$ cat src/rtl/regfile_pkg.sv
// regfile_pkg: shared write-op encoding for register_file.
// Holds the op_t typedef and the OP_* constants.
package regfile_pkg;

  typedef logic [1:0] op_t;

  localparam op_t OP_LOAD = 2'b00;
  localparam op_t OP_INC  = 2'b01;
  localparam op_t OP_DEC  = 2'b10;
  localparam op_t OP_CLR  = 2'b11;

endpackage

$ cat src/rtl/register_file_if.sv
// register_file_if: write port, two read ports and flags.
// master drives bus/we/waddr/op/raddr_*; slave drives out_*/zero/carry.
interface register_file_if #(
  parameter int WIDTH = 8,
  parameter int NREGS = 4
);
  import regfile_pkg::*;

  localparam int AW = (NREGS > 2) ? $clog2(NREGS) : 1;

  logic [WIDTH-1:0] bus;
  logic             we;
  logic [AW-1:0]    waddr;
  op_t              op;
  logic [AW-1:0]    raddr_a;
  logic [AW-1:0]    raddr_b;
  logic [WIDTH-1:0] out_a;
  logic [WIDTH-1:0] out_b;
  logic             zero;
  logic             carry;

  modport master (
    output bus, we, waddr, op,
    output raddr_a, raddr_b,
    input  out_a, out_b, zero, carry
  );

  modport slave (
    input  bus, we, waddr, op,
    input  raddr_a, raddr_b,
    output out_a, out_b, zero, carry
  );

endinterface

$ cat src/rtl/regfile_next.sv
// regfile_next: next-value/carry for one write op (combinational).
// Ports: cur, bus, op in; nxt, cout out.
module regfile_next
  import regfile_pkg::*;
#(
  parameter int WIDTH = 8
) (
  input  logic [WIDTH-1:0] cur,
  input  logic [WIDTH-1:0] bus,
  input  op_t              op,
  output logic [WIDTH-1:0] nxt,
  output logic             cout
);

  always_comb begin
    nxt  = '0;
    cout = 1'b0;
    unique case (op)
      OP_LOAD: nxt = bus;
      OP_INC:  {cout, nxt} = {1'b0, cur} + 1'b1;
      OP_DEC:  {cout, nxt} = {1'b0, cur} - 1'b1;
      OP_CLR:  nxt = '0;
    endcase
  end

endmodule

$ cat src/rtl/register_file.sv
// register_file: NREGS x WIDTH bank, one write port, two async reads.
// Ports: clk, clr (async high), rf (slave). Option: REGFILE_BYPASS_EN.
module register_file
  import regfile_pkg::*;
#(
  parameter int WIDTH = 8,
  parameter int NREGS = 4
) (
  input logic            clk,
  input logic            clr,
  register_file_if.slave rf
);

  localparam int AW = (NREGS > 2) ? $clog2(NREGS) : 1;

  logic [WIDTH-1:0] regs [NREGS];
  logic [WIDTH-1:0] cur;
  logic [WIDTH-1:0] nxt;
  logic             cout;
  logic             wr_ok;
  logic [WIDTH-1:0] rd_a;
  logic [WIDTH-1:0] rd_b;
  logic             zero_q;
  logic             carry_q;

  function automatic logic in_rng(logic [AW-1:0] a);
    return {1'b0, a} < NREGS[AW:0];
  endfunction

  assign wr_ok = rf.we && in_rng(rf.waddr);
  assign cur   = in_rng(rf.waddr) ? regs[rf.waddr] : '0;

  regfile_next #(
    .WIDTH (WIDTH)
  ) u_next (
    .cur  (cur),
    .bus  (rf.bus),
    .op   (rf.op),
    .nxt  (nxt),
    .cout (cout)
  );

  always_ff @(posedge clk or posedge clr) begin
    if (clr) begin
      for (int i = 0; i < NREGS; i++)
        regs[i] <= '0;
      zero_q  <= 1'b0;
      carry_q <= 1'b0;
    end else if (wr_ok) begin
      regs[rf.waddr] <= nxt;
      zero_q         <= (nxt == '0);
      carry_q        <= cout;
    end
  end

  always_comb begin
    rd_a = '0;
    rd_b = '0;
    if (in_rng(rf.raddr_a))
      rd_a = regs[rf.raddr_a];
    if (in_rng(rf.raddr_b))
      rd_b = regs[rf.raddr_b];
`ifdef REGFILE_BYPASS_EN
    if (wr_ok && rf.raddr_a == rf.waddr)
      rd_a = nxt;
    if (wr_ok && rf.raddr_b == rf.waddr)
      rd_b = nxt;
`endif
  end

  assign rf.out_a = rd_a;
  assign rf.out_b = rd_b;
  assign rf.zero  = zero_q;
  assign rf.carry = carry_q;

endmodule

$ cat src/flat_wrapper.sv
// flat-port wrapper written by rule: the top's interface ports become plain ports
module register_file_flat import regfile_pkg::*;
#(
  parameter int WIDTH = 8,
  parameter int NREGS = 4
)
  (clk, clr, rf_bus, rf_we, rf_waddr, rf_op, rf_raddr_a, rf_raddr_b, rf_out_a, rf_out_b, rf_zero, rf_carry);
  register_file_if #(.WIDTH(WIDTH), .NREGS(NREGS)) rf_i ();
  input logic clk;
  input logic clr;
  input wire logic [$bits(rf_i.bus)-1:0] rf_bus;
  input wire logic [$bits(rf_i.we)-1:0] rf_we;
  input wire logic [$bits(rf_i.waddr)-1:0] rf_waddr;
  input wire logic [$bits(rf_i.op)-1:0] rf_op;
  input wire logic [$bits(rf_i.raddr_a)-1:0] rf_raddr_a;
  input wire logic [$bits(rf_i.raddr_b)-1:0] rf_raddr_b;
  output wire logic [$bits(rf_i.out_a)-1:0] rf_out_a;
  output wire logic [$bits(rf_i.out_b)-1:0] rf_out_b;
  output wire logic [$bits(rf_i.zero)-1:0] rf_zero;
  output wire logic [$bits(rf_i.carry)-1:0] rf_carry;
  assign rf_i.bus = rf_bus;
  assign rf_i.we = rf_we;
  assign rf_i.waddr = rf_waddr;
  assign rf_i.op = rf_op;
  assign rf_i.raddr_a = rf_raddr_a;
  assign rf_i.raddr_b = rf_raddr_b;
  assign rf_out_a = rf_i.out_a;
  assign rf_out_b = rf_i.out_b;
  assign rf_zero = rf_i.zero;
  assign rf_carry = rf_i.carry;
  register_file #(.WIDTH(WIDTH), .NREGS(NREGS)) u_core (.clk(clk), .clr(clr), .rf(rf_i));
endmodule
$ cat config.mk
export PLATFORM = sky130hd
export DESIGN_NAME = register_file_flat
export DESIGN_NICKNAME = d
export VERILOG_FILES = /design/src/rtl/regfile_pkg.sv /design/src/rtl/register_file_if.sv /design/src/rtl/regfile_next.sv /design/src/rtl/register_file.sv /design/src/flat_wrapper.sv
export SDC_FILE = /design/constraint.sdc
export NUM_CORES = 1
export LEC_CHECK = 0
export ABC_AREA = 1
export CAP_MARGIN = 20
export CORE_UTILIZATION = 50
export CTS_CLUSTER_DIAMETER = 150
export DETAILED_ROUTE_END_ITERATION = 10
export PLACE_DENSITY = 0.86
export SKIP_CTS_REPAIR_TIMING = 1
export SLEW_MARGIN = 20
export SYNTH_ARGS = -nofsm -noshare
export SYNTH_HDL_FRONTEND = slang
export SYNTH_HIERARCHICAL = 1
export SYNTH_SLANG_ARGS = --single-unit
$ cat constraint.sdc
create_clock -name clk -period 1.8 [get_ports clk]
set_input_delay 0.36 -clock clk [delete_from_list [all_inputs] [get_ports clk]]
set_output_delay 0.36 -clock clk [all_outputs]
set_load 0.05 [all_outputs]
==> metrics.txt <==
leakage=0.00205 µW; Critical Path AT=2.39 ns; post-synthesis adder-cell area fraction=2.33%; R2R Setup Slk=-0.28 ns; synthesized area per cell=6.53 µm²; worst hold slack=0.460 ns; Primary FF master, synth=dfrtp_1; Die Y=75.4 µm; Pwr Density=932 nW/µm²; RSZ-0062 raised after global routing=yes; TritonCTS clock tree=yes; routability congestion estimate=0.980; Core ar.=5140 µm²; WL/cell=16.8 µm; largest net degree at the start of global routing=35; post-placement cell count=562; layout cell share with drive strength beyond 1=32.6%; mapped cell area=2690 µm²; ANT nets after route=0; drt total wl=9900 µm; Port-buffer cells=36; worst-path fanout max=8; CTS Buffer Depth=2; vias in the first global route=2868; YS warnings=6; commonest non-fill, non-tap cell in the layout=nand2_1; crit share post-route=121%; Detailed Route Iter0 Violations=355; initial antenna violation count=0; total CTS buffers=5; Initial Utilization=52.3%; Ant. Diodes=0; Worst EP required=2.02 ns; Worst Setup End Kind=flip-flop; mux cell area share after synthesis=0%; drt via density=5.83; Synth Area in Compound Gates=18.1%; fin nets=541; main combinational cell family by area after synthesis=simple AND/OR/NAND/NOR gates; Tightest Pin Transition=0.427 ns; outcome=finished with violations; EDFF count, synth=0; register area share after synthesis=31.6%; Root Buffer=clkbuf_8; library cells used by synthesis=32; Tmin final=2.18 ns; gr ovfl total=0; TritonCTS Sinks=34; die footprint=5680 µm²; Slew Viols, Final=0; Peak VDD IR=0.000494 V; hpwl dp=6310 µm; xor-xnor portion of the synthesized cell area=0%; Pre-antenna DRT Iters=5; IO Pins=37; DRC errors left=0; fraction of registers with async set/reset=100%; clk_lat worst skew=0.29 ns; clk slew on worst S/H paths=0.06 ns; worst min path class=input pin to async pin; crit path kind=input pin to flip-flop; maxcap violations=0; failing checks=setup timing; Area Growth Syn to Fin=53.3%; highest-count cells in the layout ignoring fill and taps=nand2_1 (153), buf_4 (69), o21ai_0 (37); die width=75.4 µm; Global Route Usage Sum=31.4%; fmax=459 MHz; post-synthesis simple-gate area fraction=37.8%; Max H-tree Level=2; Synthesized Nets=436; post-route insts no fill=588; Slew headroom=71.5%; final setup margin=-0.378 ns; first-pass GRT wire length=13300 µm; cells after synthesis=412; Worst Clk Skew=0.00670 ns; Final Hold Viols=0; final setup vio count=26; startpoint types=input pin; #FFs+latches synth=34; FP Rows=26; Via Count=3430
[kinds of logic (layout without fill, tap and decap cells)]
kind of cell,after synthesis,in the layout
flip-flops,34,34
AND/OR/NAND/NOR,228,229
buffers and inverters,62,167
AO/OA/AOI/OAI,83,83
adder cells (fa/ha/maj),5,5
[cells in the mapped netlist, drive strengths merged (2+ instances only)]
master	instances	area [µm²]
nand3	34	200
a21oi	6	30.0
nand4	9	56.3
clkinv	2	7.51
nand2	165	649
dfrtp	34	851
o21ai	70	410
nor2	17	90.1
clkbuf	8	30.0
buf	8	70.1
ha	5	62.6
a31oi	3	18.8
inv	44	165
[final cells by class]
cell class	count	area [µm²]
Tap cell	70	87.6
Inverter	46	188
Timing Repair Buffer	113	1230
Multi-Input combinational cell	317	1680
Fill cell	334	1020
Clock buffer	7	86.3
Clock inverter	1	5.00
Sequential cell	34	851
[routing by layer]
| layer | GRT usage [%] | part of all wire [%] |
|---|---|---|
| met4 | 14.0 | 4.6 |
| met3 | 4.63 | 9.0 |
| met1 | 38.4 | 37 |
| met2 | 55.2 | 50 |
| met5 | 0 | 0 |
[power breakdown]
group | internal, µW | switching [µW] | leakage (µW)
clock network | 308 | 267 | 0.0000482
logic | 975 | 1240 | 0.00156
registers | 916 | 140 | 0.000442
total | 2200 | 1640 | 0.00205
[stage by stage]
| stage | TNS [ns] | total power [µW] | setup slack [ns] | area [µm²] | util [%] |
|---|---|---|---|---|---|
| 2_1_floorplan | -0.143 | 2040 | -0.0957 | 2730 | - |
| 5_1_grt | -8.17 | 4020 | -0.491 | 4120 | 80.2 |
| 6_report | -5.11 | 3840 | -0.378 | 4120 | 80.2 |
| 3_3_place_gp | -22.73 | 2890 | -0.822 | 3720 | 72.3 |
| 3_5_place_dp | -27.89 | 2960 | -0.993 | 3720 | 72.3 |
| 4_1_cts | -18.30 | 3540 | -0.703 | 3810 | 74.1 |
[worst paths after layout]
check,from,end,depth (start not counted)
max,rf_waddr[1],u_core/rf.zero,19
min,clr,u_core/regs[8],3
max reg2reg,u_core/regs[17],u_core/rf.zero,14
min reg2reg,u_core/rf.carry,u_core/rf.carry,2
max in group asynchronous,clr,u_core/regs[19],3
min in group clk,u_core/rf.carry,u_core/rf.carry,2
[state kept, by name (all words and copies together), names as in the netlist]
signal,cells
u_core/regs,32
u_core/rf.carry,1
u_core/rf.zero,1
[worst max-delay path, stage by stage]
cell      delay (ns)
clkbuf_2        0.14
nand2_2         0.11
clkinv_4        0.11
buf_4           0.16
nand2_1         0.05
nand4_1         0.20
nor2_1          0.25
nand2_1         0.15
inv_1           0.09
nand3_1         0.07
nand3_1         0.09
nand2_1         0.05
nand2_1         0.06
nand2_1         0.06
inv_2           0.07
nand3_2         0.11
nor2_1          0.10
nand2_1         0.05
nand2_1         0.07
Power figures use the tool's default switching activity.
